File: src/rtl/imem_pkg.sv
// Shared constants and FSM encoding for the streaming instruction-memory loader.
package imem_pkg;

  localparam logic [7:0] IMEM_SOF = 8'hFE;
  localparam logic [7:0] IMEM_EOF = 8'hFF;
  localparam logic [7:0] IMEM_ESC = 8'hFD;

  typedef enum logic [1:0] {
    IDLE = 2'd0,
    LOAD = 2'd1,
    ESC  = 2'd2
  } imem_state_e;

endpackage

File: src/rtl/imem_byte_assembler.sv
// Packs a byte stream into XLEN-bit words; the merged word is presented combinationally
// so the caller can commit it on the same edge that accepts the final lane byte.
module imem_byte_assembler
  import imem_pkg::*;
#(
  parameter int unsigned XLEN       = 32,
  parameter bit          BIG_ENDIAN = 1'b1,
  localparam int unsigned LANES     = XLEN / 8,
  localparam int unsigned LW        = (LANES > 1) ? $clog2(LANES) : 1
) (
  input  logic            clk,
  input  logic            reset,
  input  logic [7:0]      byte_i,
  input  logic            push,
  input  logic            flush,
  input  logic            clear,
  output logic [XLEN-1:0] word_o,
  output logic            word_vld_o,
  output logic [LW-1:0]   lane_o
);

  logic [LW-1:0]   lane_q;
  logic [XLEN-1:0] word_q;
  logic [XLEN-1:0] merged;
  logic            last_lane;

  always_comb begin
    merged = word_q;
    if (push) begin
      for (int unsigned i = 0; i < LANES; i++) begin
        if (lane_q == LW'(i)) begin
          if (BIG_ENDIAN) merged[XLEN-1-8*i -: 8] = byte_i;
          else            merged[8*i +: 8]        = byte_i;
        end
      end
    end
  end

  assign last_lane  = (lane_q == LW'(LANES - 1));
  // Unfilled lanes of word_q are still zero, which gives the EOF zero-padding for free.
  assign word_vld_o = (push && last_lane) || (flush && (lane_q != '0));
  assign word_o     = merged;
  assign lane_o     = lane_q;

  always_ff @(posedge clk or negedge reset) begin
    if (!reset) begin
      lane_q <= '0;
      word_q <= '0;
    end else if (clear || word_vld_o) begin
      lane_q <= '0;
      word_q <= '0;
    end else if (push) begin
      lane_q <= lane_q + LW'(1);
      word_q <= merged;
    end
  end

endmodule

File: src/rtl/imem_stream_loader.sv
// Instruction memory filled by a framed byte-serial loader (SOF/EOF/ESC), read
// asynchronously by the fetch stage.
module imem_stream_loader
  import imem_pkg::*;
#(
  parameter int unsigned XLEN       = 32,
  parameter int unsigned DEPTH      = 64,
  parameter bit          BIG_ENDIAN = 1'b1,
  localparam int unsigned AW        = (DEPTH > 1) ? $clog2(DEPTH) : 1,
  localparam int unsigned CW        = $clog2(DEPTH) + 1,
  localparam int unsigned LW        = (XLEN / 8 > 1) ? $clog2(XLEN / 8) : 1
) (
  input  logic            clk,
  input  logic            reset,
  input  logic [31:0]     addr_i,
  output logic [XLEN-1:0] instr_o,
  input  logic [7:0]      byte_i,
  input  logic            byte_valid_i,
  output logic            load_busy_o,
  output logic            load_done_o,
  output logic            load_err_o,
  output logic [CW-1:0]   load_words_o
);

  imem_state_e     state_q, state_d;
  logic            push, flush, clear_frame, done_set;
  logic            is_sof, is_eof, is_esc;
  logic [XLEN-1:0] asm_word;
  logic            asm_vld;
  logic [LW-1:0]   lane_unused;
  logic [CW-1:0]   wr_ptr_q;
  logic            full;
  logic            done_q, err_q;
  logic [XLEN-1:0] mem [DEPTH];
  logic [29:0]     word_idx;
  logic            in_range;
  logic            addr_unused;

  assign is_sof = (byte_i == IMEM_SOF);
  assign is_eof = (byte_i == IMEM_EOF);
  assign is_esc = (byte_i == IMEM_ESC);

  always_ff @(posedge clk or negedge reset) begin
    if (!reset) state_q <= IDLE;
    else        state_q <= state_d;
  end

  always_comb begin
    state_d = state_q;
    case (state_q)
      IDLE: if (byte_valid_i && is_sof) state_d = LOAD;
      LOAD: if (byte_valid_i) begin
        if (is_eof)      state_d = IDLE;
        else if (is_esc) state_d = ESC;
      end
      ESC:  if (byte_valid_i) state_d = LOAD;
      default: state_d = IDLE;
    endcase
  end

  always_comb begin
    push        = 1'b0;
    flush       = 1'b0;
    clear_frame = 1'b0;
    done_set    = 1'b0;
    load_busy_o = (state_q != IDLE);
    case (state_q)
      IDLE: clear_frame = byte_valid_i && is_sof;
      LOAD: if (byte_valid_i) begin
        if (is_sof) clear_frame = 1'b1;
        else if (is_eof) begin
          flush    = 1'b1;
          done_set = 1'b1;
        end else if (!is_esc) push = 1'b1;
      end
      ESC:  push = byte_valid_i;
      default: ;
    endcase
  end

  imem_byte_assembler #(
    .XLEN       (XLEN),
    .BIG_ENDIAN (BIG_ENDIAN)
  ) u_asm (
    .clk        (clk),
    .reset      (reset),
    .byte_i     (byte_i),
    .push       (push),
    .flush      (flush),
    .clear      (clear_frame),
    .word_o     (asm_word),
    .word_vld_o (asm_vld),
    .lane_o     (lane_unused)
  );

  // wr_ptr doubles as the committed-word count; it stops at DEPTH instead of wrapping.
  assign full = (wr_ptr_q == CW'(DEPTH));

  always_ff @(posedge clk or negedge reset) begin
    if (!reset) begin
      wr_ptr_q <= '0;
      err_q    <= 1'b0;
      done_q   <= 1'b0;
    end else begin
      done_q <= done_set;
      if (clear_frame) begin
        wr_ptr_q <= '0;
        err_q    <= 1'b0;
      end else if (asm_vld) begin
        if (full) err_q    <= 1'b1;
        else      wr_ptr_q <= wr_ptr_q + CW'(1);
      end
    end
  end

  always_ff @(posedge clk or negedge reset) begin
    if (!reset) begin
      for (int unsigned i = 0; i < DEPTH; i++) mem[i] <= '0;
    end else if (asm_vld && !full) begin
      mem[wr_ptr_q[AW-1:0]] <= asm_word;
    end
  end

  assign load_done_o  = done_q;
  assign load_err_o   = err_q;
  assign load_words_o = wr_ptr_q;

  assign word_idx    = addr_i[31:2];
  assign addr_unused = ^addr_i[1:0];
  assign in_range    = ((word_idx >> AW) == 30'd0);
  assign instr_o     = in_range ? mem[word_idx[AW-1:0]] : '0;

endmodule

File: config.mk
export PLATFORM = sky130hd
export DESIGN_NAME = imem_stream_loader
export DESIGN_NICKNAME = d
export VERILOG_FILES = /design/src/rtl/imem_pkg.sv /design/src/rtl/imem_byte_assembler.sv /design/src/rtl/imem_stream_loader.sv
export SDC_FILE = /design/constraint.sdc
export NUM_CORES = 2
export LEC_CHECK = 0
export CORE_MARGIN = 4
export CORE_UTILIZATION = 27
export DETAILED_ROUTE_END_ITERATION = 12
export PLACE_DENSITY = 0.52
export SLEW_MARGIN = 10
export SYNTH_ARGS = -nofsm -noshare
export SYNTH_HDL_FRONTEND = slang
export SYNTH_HIERARCHICAL = 1
export SYNTH_SLANG_ARGS = --single-unit
File: constraint.sdc
create_clock -name clk -period 4.6 [get_ports clk]
set_input_delay 0.92 -clock clk [delete_from_list [all_inputs] [get_ports clk]]
set_output_delay 0.92 -clock clk [all_outputs]
set_load 0.02 [all_outputs]
==> summary.txt <==
Outcome
  • Run status: complete, no violations

Clock network
  • # H-tree levels: 4
  • Clock Latency Late Sink: 0.89 ns
  • Max clock buf depth: 3
  • CTS tree: yes
  • Post-CTS Hold Buffers: 0
  • Clock root cell: clkbuf_16
  • Clock transition at path regs: approximately 0.06 ns
  • CTS Buf Count: roughly 230
  • Clock Sinks: 2093

Routing
  • Vias: roughly 56000
  • Final ANT Viol Nets: 0
  • Total Wirelength: 310000 µm
  • Initial DRC Count: 4144
  • Vias per inst: 5.00
  • DRT Pass-1 Iters: 5
  • DR WL/cell: 27.6 µm
  • Residual DRC: 0

Power
  • Power Density: 393 nW/µm²
  • Lkg Pwr: ~54 nW
  • Worst vdd ir: 0.521 mV

Global route
  • Largest net degree at the start of global routing: 121
  • First-pass GRT wire length: approximately 450000 µm
  • Gr ovfl total: 0
  • Initial antenna violation count: 14
  • GRT Util Overall: ~17%
  • Vias in the first global route: 60700

Die
  • Initial Util: a little over a quarter
  • Die ar.: 366000 µm²
  • Core area: 354000 µm²
  • Die Y: 605 µm
  • # IOs: between 80 and 90
  • Row count: 218
  • Die width: 605 µm

Worst setup path
  • Worst-path maximum fanout: 13
  • Levels on crit path: 11
  • Worst-path cell chain: buf_12, buf_16, buf_4, buf_4, mux4_2, mux2i_1, mux2i_1, o21ai_0, a211oi_1, buf_4, buf_12
  • Top delay family on crit path: buffers and inverters
  • Setup CP Type: primary input to output port
  • Startpoint Class: primary input
  • Worst reg2reg path depth: 12
  • Worst Path Buf+Inv: 6
  • CP Data Required Time: 3.68 ns
  • CP max stage delay: 0.50 ns
  • Crit. End Element: output port
  • Crit path top cell by count: buf_4
  • CP max stage cell: mux4_2
  • CP Data Arrival Time: 3.65 ns

Flow run
  • Max Cap Viol: 0

STA
  • RSZ-0062 raised after global routing: false
  • Max-slew headroom: between 30% and 40%
  • Worst-Margin Slew: 1.03 ns
  • Fin worst setup slack: 0.0335 ns
  • # setup viols final: 0
  • Fin crit share: between 90 and 100%
  • Max Freq: 219 MHz
  • Worst clock skew: roughly 0.032 ns
  • Slew Limit Fails: 0
  • Hold Vio Cnt, Final: 0
  • Minimum clock period: between 4 and 5 ns

Yosys
  • Post-Syn Area: 96200 µm²
  • Syn_area_per_cell: 15.8 µm²
  • Post-synth top area cell: dfrtp_1
  • Top cells by area, synth: dfrtp_1, mux2_2, mux4_2
  • Post-synthesis register bit count: 2093
  • Syn_nets: 6130
  • Top_reg_cell synth: dfrtp_1
  • Netlist cell types: 66
  • Sequential area share after synthesis: 54.5%
  • Most numerous cell in the Yosys netlist: dfrtp_1
  • Mapped Cells: 6076
  • Total number of yosys warnings: 6
  • Post-synthesis async set-or-reset flop share: 100%
  • Synth top area share: a little over half
  • Top cells by count, synth: dfrtp_1, mux2_2, mux4_2, clkbuf_1, buf_2
  • Post-synth EDFFs: 0

Worst hold path
  • HP Class: primary input to asynchronous set/reset pin

Placed design
  • Worst slack at placement: -0.315 ns
  • Post-DP HPWL: slightly below 200000 µm
  • Post-DP Area: 107000 µm²
  • GP Congestion: 0.792
  • Port-buffer cells: 82

Layout
  • Final Instance Area: 115000 µm²
  • Post-layout util: roughly a third
  • Fraction of layout cells with a size suffix above 1: 56.5%
  • Area growth syn-to-layout: 19.8%
  • # nets final: 6349
[cells by family after synthesis]
logic type,Yosys count,synth area share [%]
simple gates,401,1.88
buf+inv,630,3.20
compound gates,201,1.81
flops,2093,54.5
xor+xnor,6,0.0547
fa+ha+maj,11,0.143
mux,2734,38.5
[cells in the final DEF (no fill, tap or decap), types with 9 or more instances in the layout]
cell type	n
ha_1	11
nor2_4	45
nand2_1	112
clkbuf_8	66
nor3_1	12
clkinv_2	32
clkbuf_1	52
clkbuf_16	233
nand2_2	48
a32oi_1	10
a21oi_1	22
diode_2	10
mux2_1	52
bufinv_16	15
nand4_1	13
nor2_1	50
a2111oi_2	31
nor4_1	9
buf_12	235
clkdlybuf4s50_1	44
buf_4	313
o221ai_1	9
inv_1	9
mux2_2	2014
dfrtp_1	2093
mux4_2	562
mux2i_1	105
o211ai_1	16
o21ai_0	20
nand3_1	66
a21bo_1	27
o22ai_1	16
[worst reg2reg max path: cells and delay by family, from the launching register on]
family	cells	cell delay, ns
buf+inv	3	0.56
mux	1	0.43
fa+ha+maj	1	0.23
compound gates	1	0.13
flops	1	0.41
simple gates	6	1.47
[flip-flops by register name, summed over array words and instances (netlist names)]
signal and flops:
state_q 2, load_words_o 7, load_err_o 1, mem 2048, load_done_o 1, u_asm/lane_o 2
u_asm/word_q 32
[power by group]
part / internal, mW / switching (mW) / total [mW]
Clock: 11.1 / 7.73 / 18.8
Sequential: 19.0 / 0.336 / 19.4
Combinational: 2.12 / 4.93 / 7.05
Total: 32.2 / 13.0 / 45.2
[area by class of cell]
class	instances	area [µm²]
Antenna cell	10	25.0
Clock inverter	65	895
Multi-Input combinational cell	3353	41300
Sequential cell	2093	52400
Fill cell	34200	239000
Inverter	14	61.3
Clock buffer	348	6860
Tap cell	4730	5920
Timing Repair Buffer	606	7780
[timing repair]
item                                    in CTS  in global routing
endpoints found under the setup margin       7                  5
pin swaps                                    1                  3
resized for setup                           12                  8
buffers inserted                             0                  8
cloned                                       0                  3
[metal layers]
layer,track usage [%],part of all wire (%),vias up
met5,0,0.0071,-
met4,5.54,3.5,4
met3,3.27,5.5,464
met2,26.9,47,1308
met1,22.8,44,31200
li1,-,-,23100
[worst paths after layout]
path,startpoint,endpoint,slack [ns]
worst max-delay path,addr_i[2],instr_o[17],0.03
worst min-delay path,reset,mem[1768],0.08
worst max register to register,state_q[1],mem[1611],1.24
worst min register to register,mem[647],mem[647],0.49
max in group asynchronous,reset,mem[410],3.21
min in group clk,mem[647],mem[647],0.49
[through the flow]
stage / power [mW] / hold WS (ns) / instances / TNS (ns)
5_1_grt: 47.0 / 0.0902 / 11200 / 0
3_5_place_dp: 26.7 / 0.471 / 10800 / -0.950
4_1_cts: 45.7 / 0.0506 / 11200 / 0
6_report: 45.2 / 0.0768 / 11200 / 0
2_1_floorplan: 23.5 / 0.453 / 6076 / 0
3_3_place_gp: 26.5 / 0.462 / 10800 / -1.64
Note: power is estimated with default switching activity, not from simulation.
